## src/rtl/bit_stuffer.sv

```systemverilog
// USB transmit bit stuffer: inserts a 0 after every MAX_RUN consecutive 1s,
// stalling the upstream queue for the stuffed cycle, and frames the packet.
module bit_stuffer #(
  parameter int MAX_RUN = 6,
  parameter int CNT_W   = 8
) (
  input  logic             clk,
  input  logic             rst_n,
  input  logic             s_in,
  input  logic             start_b,
  input  logic             endb,
  output logic             pause,
  output logic             s_out,
  output logic             out_valid,
  output logic             start_o,
  output logic             end_o,
  output logic [CNT_W-1:0] stuff_cnt,
  output logic [1:0]       o_dbg_state
);

  localparam int RUN_W = $clog2(MAX_RUN + 1);

  typedef enum logic [1:0] {
    IDLE   = 2'd0,
    ACTIVE = 2'd1,
    TAIL   = 2'd2
  } state_t;

  state_t           r_state;
  logic [RUN_W-1:0] r_run;
  logic             r_first;
  logic             r_s_out;
  logic             r_out_valid;
  logic             r_start_o;
  logic             r_end_o;
  logic [CNT_W-1:0] r_stuff_cnt;

  logic w_stuff;
  logic w_cnt_max;

  // Handshake: upstream presents s_in every ACTIVE cycle; it is consumed on
  // the rising edge when pause=0 and endb=0, otherwise it must be held.
  assign w_stuff   = (r_state == ACTIVE) && (r_run == RUN_W'(MAX_RUN));
  assign w_cnt_max = (r_stuff_cnt == {CNT_W{1'b1}});
  assign pause     = w_stuff;

  always_ff @(posedge clk or negedge rst_n) begin
    if (!rst_n) begin
      r_state     <= IDLE;
      r_run       <= '0;
      r_first     <= 1'b0;
      r_s_out     <= 1'b0;
      r_out_valid <= 1'b0;
      r_start_o   <= 1'b0;
      r_end_o     <= 1'b0;
      r_stuff_cnt <= '0;
    end else begin
      r_out_valid <= 1'b0;
      r_start_o   <= 1'b0;
      r_end_o     <= 1'b0;
      case (r_state)
        IDLE: begin
          if (start_b) begin
            r_state     <= ACTIVE;
            r_run       <= '0;
            r_stuff_cnt <= '0;
            r_first     <= 1'b1;
          end
        end
        ACTIVE: begin
          if (w_stuff) begin
            // Stuffed 0 is emitted whether or not the packet is ending.
            r_s_out     <= 1'b0;
            r_out_valid <= 1'b1;
            r_start_o   <= r_first;
            r_first     <= 1'b0;
            r_run       <= '0;
            if (!w_cnt_max) r_stuff_cnt <= r_stuff_cnt + 1'b1;
            if (endb) r_state <= TAIL;
          end else if (endb) begin
            r_end_o <= 1'b1;
            r_state <= IDLE;
          end else begin
            r_s_out     <= s_in;
            r_out_valid <= 1'b1;
            r_start_o   <= r_first;
            r_first     <= 1'b0;
            r_run       <= s_in ? r_run + 1'b1 : '0;
          end
        end
        TAIL: begin
          r_end_o <= 1'b1;
          r_state <= IDLE;
        end
        default: r_state <= IDLE;
      endcase
    end
  end

  assign s_out       = r_s_out;
  assign out_valid   = r_out_valid;
  assign start_o     = r_start_o;
  assign end_o       = r_end_o;
  assign stuff_cnt   = r_stuff_cnt;
  assign o_dbg_state = r_state;

endmodule

```

## config.mk

```make
export PLATFORM = sky130hd
export DESIGN_NAME = bit_stuffer
export DESIGN_NICKNAME = d
export VERILOG_FILES = /design/src/rtl/bit_stuffer.sv
export SDC_FILE = /design/constraint.sdc
export NUM_CORES = 1
export LEC_CHECK = 0
export ABC_AREA = 0
export CAP_MARGIN = 10
export CORE_MARGIN = 1.5
export CORE_UTILIZATION = 45
export CTS_CLUSTER_SIZE = 28
export DETAILED_ROUTE_END_ITERATION = 10
export PLACE_DENSITY = 0.72
export SLEW_MARGIN = 25
export SYNTH_ARGS = -nofsm -noshare
export SYNTH_HDL_FRONTEND = slang
export SYNTH_SLANG_ARGS = --single-unit
```

## constraint.sdc

```tcl
create_clock -name clk -period 2.4 [get_ports clk]
set_input_delay 0.24 -clock clk [delete_from_list [all_inputs] [get_ports clk]]
set_output_delay 0.24 -clock clk [all_outputs]
set_load 0.01 [all_outputs]
```

# Word level (Yosys, flattened, before mapping)
# Cells that the tools add are included.
op_classes:
  n_addsub: 2
  n_reduce_logical: 7
  eq_ne: 10
  n_mux: 29
op_table:
  columns: ["op", "n"]
  rows:
  - ["8-bit 2-to-1 mux", 3]
  - ["8-bit one-hot mux with 2 select lines", 1]
  - ["1-bit 2-to-1 mux", 13]
  - ["3-bit 2-to-1 mux", 4]
  - ["8-bit by 1-bit adder with 8-bit output, second input constant", 1]
  - ["8-bit == test, second input constant", 1]
  - ["2-bit 2-to-1 mux", 4]
  - ["2-bit != test, second input constant", 4]
  - ["3-bit one-hot mux with 2 select lines", 1]
  - ["1-bit one-hot mux with 2 select lines", 2]
  - ["2-bit one-hot mux with 2 select lines", 1]
  - ["2-bit AND reduction", 2]
  - ["4-bit AND reduction", 1]
  - ["3-bit by 1-bit adder with 3-bit output, second input constant", 1]
  - ["3-bit == test, second input constant", 1]
  - ["3-bit != test, second input constant", 1]
  - ["3-bit AND reduction", 1]
  - ["2-bit by 1-bit == test with 1-bit output, second input constant", 1]
  - ["2-bit == test, second input constant", 1]
  - ["2-bit zero test", 1]
  - ["2-bit by 1-bit != test with 1-bit output, second input constant", 1]
  - ["2-bit nonzero test", 1]
  - ["1-bit logical AND", 1]
totals:
  out_inout_bits: 15
  inputBits: 5
  elab_cells: 56
  ff_bits: 18

# Depth between registers and ports, before layout
# Gate-level depths: netlist of the first run.
logic_depth:
  ltp_word: 5
  mapped_depth: 7
  ltp_nobuf: 6

# Worst setup path before layout of the first run
# No wires, ideal clock.
synth_timing:
  kind: "flip-flop to flip-flop"
  from: "register r_state[1], in the netlist o_dbg_state[1]"
  to: "register r_stuff_cnt[4], in the netlist stuff_cnt[4]"
  arrival_time_ns: 1.510
  setup_ns: 0.121
  stages_incl_launch_ff: 7
  required_time_ns: 2.279
  synth_period_minus_slack_ns: 1.631
  path_slack_ns: 0.769
  n_path_buf: 0
  cell_sequence: "dfrtp_1 -> inv_1 -> ha_1 -> mux2i_1 -> nor2_1 -> mux2_2 -> a22o_1"
synth_via:
  elab_chain_len: 4
  elab_cells_between_ends: 9
  cone_classes: "4 x eq/ne; 1 x mux; 4 x reduce/logical"
synth_rtl:
  columns: ["item", "line_no", "text"]
  rows:
  - ["start: declaration", "29", "state_t r_state;"]
  - ["start signal: assignment", "49", "r_state <= IDLE;"]
  - ["start signal: assignment", "64", "r_state <= ACTIVE;"]
  - ["start signal: assignment", "79", "if (endb) r_state <= TAIL;"]
  - ["2-bit by 1-bit == test with 1-bit output", "43, 61", null]
  - ["1-bit logical AND", "43", "assign w_stuff = (r_state == ACTIVE) && (r_run == RUN_W'(MAX_RUN));"]
  - ["2-bit != test (no line)", null, null]
  - ["4-bit AND reduction (no line)", null, null]
  - ["end signal: assignment", "78", "if (!w_cnt_max) r_stuff_cnt <= r_stuff_cnt + 1'b1;"]
  - ["end: declaration", "36", "logic [CNT_W-1:0] r_stuff_cnt;"]
# Several ways; a longest one is shown, not always the timed one.
# A chain may end at the register's enable or synchronous reset.

# Final worst setup path of the first run
layout_timing:
  from: "register r_state[1], in the netlist o_dbg_state[1]"
  to: "output pause"
layout_via:
  elab_chain_len: 2
layout_rtl:
  columns: ["item", "line_no", "text"]
  rows:
  - ["2-bit by 1-bit == test with 1-bit output", "43", null]
  - ["1-bit logical AND", "43", null]
  - ["end: declaration", "12", "output logic pause,"]
# No other way between the ends.

==> results.sh, run 1 <==
export IMPL_fp_row_count=17
export IMPL_postSynthAreaPerCell_um2=9.81
export IMPL_worstSetupEndpoint="pause"
export IMPL_antenna_violating_nets_post_route=0
export IMPL_sort_of_element_at_the_start_of_the_critical_path="flip-flop"
export IMPL_comb_power_share_pct=46.2
export IMPL_critical_path_end_type="output port"
export IMPL_cts_sink_count=18
export IMPL_timing_reg2reg_setup_slack_ns=0.58
export IMPL_syn_to_final_growth_pct=18.5
export IMPL_post_dp_cell_area_um2=1320
export IMPL_period_needed_ns=2.05
export IMPL_critical_path_arrival_ns=1.81
export IMPL_leakage_nw=0.591
export IMPL_timing_final_max_slew_violations=0
export IMPL_max_clock_freq_mhz=488
export IMPL_crit_path_cell_chain="inv_1 -> ha_1 -> and3_1 -> clkdlybuf4s50_1"
export IMPL_timing_final_hold_violations=0
export IMPL_worst_pin_slew_ns=0.791
export IMPL_reg2reg_from="o_dbg_state[1]$_DFFE_PN0P_"
export IMPL_totalWireLength_um=2240
export IMPL_max_cap_violations=0
export IMPL_finalSetupViolCount=0
export IMPL_track_usage_pct=18.8
export IMPL_dominantRegCellSynth="sky130_fd_sc_hd__dfrtp_1"
export IMPL_cp_data_required_time_ns=2.16
export IMPL_fp_dieArea_um2=2820
export IMPL_design_area_um2=1340
export IMPL_clk_pin_slew_ns=0.10
export IMPL_layout_drive_gt1_share_pct=8.21
export IMPL_timing_hold_ws_ns=0.400
export IMPL_clk_insertion_delay_late_ns=0.29
export IMPL_critical_path_max_fanout=6
export IMPL_final_setup_worst_slack_ns=0.350
export IMPL_postCtsResizedCells=0
export IMPL_root_buffer="sky130_fd_sc_hd__clkbuf_4"
export IMPL_initial_utilization_pct=49.1
export IMPL_grt_setup_unrepaired="false"
export IMPL_p_seq_share_pct=40.4
export IMPL_proportion_of_synthesized_flip_flops_having_asynchronous_set_or_reset_pct=100
export IMPL_final_setup_skew_ns=0.000523
export IMPL_timing_setup_tns_ns=0
export IMPL_layout_area_seq_um2=450
export IMPL_fin_crit_sh_pct=85.4
export IMPL_std_cell_core_area_um2=2300
export IMPL_worst_rel_slew_slack_pct=47.1
export IMPL_floorplan_die_width_um=53.1
export IMPL_placement_setup_worst_slack_ns=0.603
export IMPL_synth_edff_count=0
export IMPL_clock_power_share_pct=13.4
export IMPL_clk_path_buf_depth=2
export IMPL_grt_max_degree=25
export IMPL_power_switching_share_pct=39.8
export IMPL_cts_htree_levels=1
export IMPL_cp_num_cells=4
export IMPL_power_per_cell_area_nw_per_um2=843
export IMPL_syn_area_um2=1130
export IMPL_drt_wirelength_per_cell_um=13.8
export IMPL_hold_path_class="input pin to async pin"
export IMPL_multiInputGateArea_um2=594
export IMPL_hpwl_um=1600
export IMPL_cellInternalPower_mw=0.679
export IMPL_register_area_share_after_synthesis_pct=39.9
export IMPL_peak_supply_drop_v=0.000514
export IMPL_worst_setup_path_type="flip-flop to output port"
export IMPL_syn_instance_count=115
export IMPL_die_height_um=53.1
export IMPL_grt_overflow_total=0
export IMPL_first_pass_drt_iterations=4
export IMPL_post_synth_cell_types=33
export IMPL_post_cts_repair_setup_buffers=0
export IMPL_worst_setup_path_startpoint="o_dbg_state[1]$_DFFE_PN0P_"
export IMPL_finalWeightedCongestion=0.793
export IMPL_synth_seq_cells=18
export IMPL_grt_pass1_wl_um=3860
export IMPL_tritoncts="built"
export IMPL_cpMaxStageDelayCell="sky130_fd_sc_hd__clkdlybuf4s50_1"
export IMPL_dr_total_vias=928
export IMPL_finalNetCount=147
export IMPL_syn_nets=126
export IMPL_worst_path_buf_inv=2
export IMPL_dr_first_iter_drc_count=13
export IMPL_cts_buffers=3
export IMPL_drc=0
export IMPL_critical_path_reg2reg_endpoint="stuff_cnt[4]$_DFFE_PN0P_"
export IMPL_delay_of_the_slowest_cell_on_the_worst_path_ns=0.53
export IMPL_grt_pass1_vias=855
export IMPL_run_status="complete, no violations"
export IMPL_ys_warn_count=0
export IMPL_pin_count=20
export IMPL_final_fill_count=225
export IMPL_antenna_found_initial=0
export IMPL_drt_vias_per_instance=5.73
export IMPL_power_switching_mw=0.448
export IMPL_worst_r2r_path_depth=7
export IMPL_timing_critical_path_max_delay_family="buffers and inverters"
export IMPL_cts_hold_buffers_added=0
export IMPL_port_buffer_count=19
export IMPL_num_antenna_cells=0
[area by class of cell]
cell class                 instances  share of cell area [%]
inverter                           8                    2.25
timing repair buffer              21                    15.3
clock buffer                       3                    1.68
multi-input combinational         84                    44.4
sequential                        18                    33.7
tap                               28                    2.62
[through the flow]
stage	utilization (%)	total power [mW]	instances
floorplan	-	0.834	115
global placement	57.2	0.963	159
detailed placement	57.2	0.982	159
CTS	58.2	1.14	162
global route	58.2	1.23	162
finish	58.2	1.13	162
[logic make-up after synthesis]
group / share of synthesized area [%]
buf+inv: 7.43
fa+ha+maj: 6.65
mux: 4.55
simple gates: 24.8
flops: 39.9
compound gates: 16.6
[worst register-to-register path, delay by kind of cell (launching register included)]
family                   cells  cell delay [ns]
flip-flops                   1             0.44
buffers and inverters        2             0.33
AND/OR/NAND/NOR              1             0.05
adder cells (fa/ha/maj)      1             0.23
multiplexers                 2             0.48
AO/OA/AOI/OAI                1             0.18
[how the worst min path moves through the flow]
stage,to,startpoint,slack (ns)
floorplan,end_o$_DFF_PN0_,rst_n,-0.06
global placement,start_o$_DFF_PN0_,r_first$_DFFE_PN0P_,0.48
detailed placement,start_o$_DFF_PN0_,r_first$_DFFE_PN0P_,0.49
CTS,o_dbg_state[1]$_DFFE_PN0P_,rst_n,0.44
global route,stuff_cnt[4]$_DFFE_PN0P_,rst_n,0.46
finish,o_dbg_state[1]$_DFFE_PN0P_,rst_n,0.40
[power groups by stage]
stage	combinational, mW	clock [mW]	sequential (mW)
after floorplan	0.357	0	0.477
after global placement	0.505	0	0.458
after detailed placement	0.518	0	0.465
after CTS	0.521	0.156	0.458
after global routing	0.590	0.168	0.468
final	0.521	0.151	0.456
[Yosys cell counts (3+ instances only)]
| master | instances | share of area (%) |
|---|---|---|
| sky130_fd_sc_hd__dfrtp_1 | 18 | 40 |
| sky130_fd_sc_hd__nand2_1 | 13 | 4.3 |
| sky130_fd_sc_hd__nand3_1 | 10 | 4.4 |
| sky130_fd_sc_hd__inv_1 | 8 | 2.7 |
| sky130_fd_sc_hd__ha_1 | 6 | 6.7 |
| sky130_fd_sc_hd__nor2_1 | 5 | 1.7 |
| sky130_fd_sc_hd__mux2i_1 | 4 | 3.5 |
| sky130_fd_sc_hd__nand3b_1 | 4 | 2.7 |
| sky130_fd_sc_hd__nor2b_1 | 4 | 2.2 |
| sky130_fd_sc_hd__o22ai_1 | 4 | 2.2 |
| sky130_fd_sc_hd__a21oi_1 | 3 | 1.3 |
| sky130_fd_sc_hd__o211ai_1 | 3 | 2.0 |
| sky130_fd_sc_hd__o21ai_0 | 3 | 1.3 |
| sky130_fd_sc_hd__o311ai_0 | 3 | 2.3 |
[layout by cell type, fill, tap and decap left out, types with 2 or more instances in the layout]
master	n
sky130_fd_sc_hd__nand2_1	13
sky130_fd_sc_hd__nand3_1	10
sky130_fd_sc_hd__clkdlybuf4s50_1	19
sky130_fd_sc_hd__a22o_1	2
sky130_fd_sc_hd__nand3b_1	4
sky130_fd_sc_hd__a21oi_1	3
sky130_fd_sc_hd__dfrtp_1	18
sky130_fd_sc_hd__o311ai_0	3
sky130_fd_sc_hd__buf_4	2
sky130_fd_sc_hd__o211ai_1	3
sky130_fd_sc_hd__mux2i_1	4
sky130_fd_sc_hd__nor3_1	2
sky130_fd_sc_hd__clkbuf_4	3
sky130_fd_sc_hd__ha_1	6
sky130_fd_sc_hd__o22ai_1	4
sky130_fd_sc_hd__or4_1	2
sky130_fd_sc_hd__nor2_1	5
sky130_fd_sc_hd__inv_1	8
sky130_fd_sc_hd__a31oi_1	2
sky130_fd_sc_hd__nor2b_1	4
sky130_fd_sc_hd__o21ai_0	3
sky130_fd_sc_hd__and3_1	2
sky130_fd_sc_hd__a32o_1	2
[sequential cells by signal (all words and copies together) (netlist names)]
signal       cells
o_dbg_state      2
stuff_cnt        8
start_o          1
r_first          1
out_valid        1
r_run            3
s_out            1
end_o            1
[layer usage]
layer	up-vias	global-route usage, %	wire (um)
li1	460	-	-
met3	4	2.54	59
met5	-	0	0
met2	15	29.6	1040
met1	449	25.5	1110
met4	0	8.12	28
(Power assumes the default switching activity.)
==> inputs of run 2 (changes only) <==
==> constraint.sdc (replaced) <==
create_clock -name clk -period 2.4 [get_ports clk]
set_input_delay 0.24 -clock clk [delete_from_list [all_inputs] [get_ports clk]]
set_output_delay 0.24 -clock clk [all_outputs]
set_load 0.005 [all_outputs]
==> results.sh, run 2 (same netlist as run 1, synthesis figures left out) <==
export IMPL_worst_path_buf_inv=2
export IMPL_critical_path_arrival_ns=1.67
export IMPL_worst_pin_slew_ns=0.799
export IMPL_power_switching_share_pct=37.3
export IMPL_max_clock_freq_mhz=523
export IMPL_hold_path_class="input pin to async pin"
export IMPL_power_per_cell_area_nw_per_um2=849
export IMPL_crit_path_cell_chain="inv_1 -> ha_1 -> and3_1 -> clkdlybuf4s50_1"
export IMPL_period_needed_ns=1.91
export IMPL_track_usage_pct=18.7
export IMPL_postCtsResizedCells=0
export IMPL_grt_max_degree=19
export IMPL_cpMaxStageDelayCell="sky130_fd_sc_hd__clkdlybuf4s50_1"
export IMPL_initial_utilization_pct=49.1
export IMPL_drc=0
export IMPL_largest_reg_flops=8
export IMPL_finalWeightedCongestion=0.742
export IMPL_cellInternalPower_mw=0.723
export IMPL_cts_htree_levels=1
export IMPL_clk_pin_slew_ns=0.12
export IMPL_pin_count=20
export IMPL_leakage_nw=0.603
export IMPL_num_antenna_cells=0
export IMPL_syn_to_final_growth_pct=20.4
export IMPL_dr_first_iter_drc_count=19
export IMPL_drt_vias_per_instance=5.62
export IMPL_grt_overflow_total=0
export IMPL_timing_critical_path_max_delay_family="buffers and inverters"
export IMPL_std_cell_core_area_um2=2300
export IMPL_most_common_cell_after_layout_fill_and_taps_aside="sky130_fd_sc_hd__clkdlybuf4s50_1"
export IMPL_clk_path_buf_depth=2
export IMPL_floorplan_die_width_um=53.1
export IMPL_timing_setup_tns_ns=0
export IMPL_p_seq_share_pct=39.4
export IMPL_max_cap_violations=0
export IMPL_tritoncts="built"
export IMPL_comb_power_share_pct=43.8
export IMPL_port_buffer_count=19
export IMPL_cts_sink_count=18
export IMPL_highest_count_cells_in_the_layout_ignoring_fill_and_taps="sky130_fd_sc_hd__clkdlybuf4s50_1 (19), sky130_fd_sc_hd__dfrtp_1 (18), sky130_fd_sc_hd__nand2_1 (13), sky130_fd_sc_hd__nand3_1 (10), sky130_fd_sc_hd__inv_1 (8)"
export IMPL_first_pass_drt_iterations=4
export IMPL_critical_path_end_type="output port"
export IMPL_totalWireLength_um=2140
export IMPL_root_buffer="sky130_fd_sc_hd__clkbuf_4"
export IMPL_antenna_found_initial=0
export IMPL_critical_path_max_fanout=4
export IMPL_worst_setup_path_type="flip-flop to output port"
export IMPL_power_switching_mw=0.431
export IMPL_clock_power_share_pct=16.8
export IMPL_clk_insertion_delay_late_ns=0.30
export IMPL_drt_wirelength_per_cell_um=13.0
export IMPL_finalNetCount=148
export IMPL_fp_row_count=17
export IMPL_delay_of_the_slowest_cell_on_the_worst_path_ns=0.49
export IMPL_grt_setup_unrepaired="false"
export IMPL_post_dp_cell_area_um2=1320
export IMPL_sort_of_element_at_the_start_of_the_critical_path="flip-flop"
export IMPL_layout_drive_gt1_share_pct=9.56
export IMPL_fp_dieArea_um2=2820
export IMPL_peak_supply_drop_v=0.000458
export IMPL_hpwl_um=1540
export IMPL_grt_pass1_wl_um=3870
export IMPL_cts_buffers=3
export IMPL_die_height_um=53.1
export IMPL_finalSetupViolCount=0
export IMPL_dr_total_vias=922
export IMPL_grt_pass1_vias=894
export IMPL_final_setup_skew_ns=0.0118
export IMPL_run_status="complete, no violations"
export IMPL_timing_hold_ws_ns=0.392
export IMPL_antenna_violating_nets_post_route=0
export IMPL_design_area_um2=1360
export IMPL_cp_data_required_time_ns=2.16
export IMPL_post_cts_repair_setup_buffers=0
export IMPL_timing_final_max_slew_violations=0
export IMPL_worst_rel_slew_slack_pct=46.5
export IMPL_fin_crit_sh_pct=79.7
export IMPL_cts_hold_buffers_added=0
export IMPL_timing_final_hold_violations=0
-- run 2: cell types whose count changed in the layout (fill, tap and decap cells not counted) --
cell / change
sky130_fd_sc_hd__buf_4: +1
sky130_fd_sc_hd__clkbuf_8: +1
-- run 2: final timing paths --
kind                                             from                       end  slack [ns]  depth (start not counted)
max                        o_dbg_state[1]$_DFFE_PN0P_                     pause        0.49                          4
min                                             rst_n  stuff_cnt[2]$_DFFE_PN0P_        0.39                          1
max reg2reg                o_dbg_state[1]$_DFFE_PN0P_      r_run[2]$_DFFE_PN0P_        0.63                          7
min reg2reg                       r_first$_DFFE_PN0P_         start_o$_DFF_PN0_        0.51                          2
max in group asynchronous                       rst_n      r_run[2]$_DFFE_PN0P_        1.50                          1
min in group clk                  r_first$_DFFE_PN0P_         start_o$_DFF_PN0_        0.51                          2
-- run 2: power groups by stage --
stage          logic (mW)  clock network (mW)  registers (mW)
3_5_place_dp        0.506                   0           0.460
3_3_place_gp        0.493                   0           0.458
2_1_floorplan       0.357                   0           0.455
4_1_cts             0.510               0.199           0.453
5_1_grt             0.578               0.209           0.467
6_report            0.505               0.194           0.454
-- run 2: routing by layer --
metal	track usage [%]	vias up	part of all wire, %
li1	-	465	-
met1	25.8	435	50
met2	29.0	20	45
met3	2.54	2	3.8
met4	8.12	0	0.56
met5	0	-	0
-- run 2: stage by stage --
stage	instances	worst slack, ns	total power, mW	utilization [%]
after global routing	164	0.353	1.25	59.2
after floorplan	115	0.799	0.813	-
after CTS	164	0.457	1.16	59.2
final	164	0.487	1.15	59.2
after detailed placement	160	0.603	0.966	57.6
after global placement	160	0.652	0.951	57.6
-- run 2: final cells by class --
cell class	instances	area [um2]
clock buffers	4	36.3
well taps	28	35.0
fillers	216	938
repair buffers	22	213
flip-flops and latches	18	450
multi-input cells	84	594
inverters	8	30.0
-- run 2: worst reg2reg max path, delay by kind of cell (launching register included) --
kind	cells	cell delay, ns
DFF	1	0.42
muxes	1	0.21
adders and majority gates	1	0.24
AOI/OAI and AO/OA	1	0.26
and+or+nand+nor	2	0.21
buffers and inverters	2	0.33
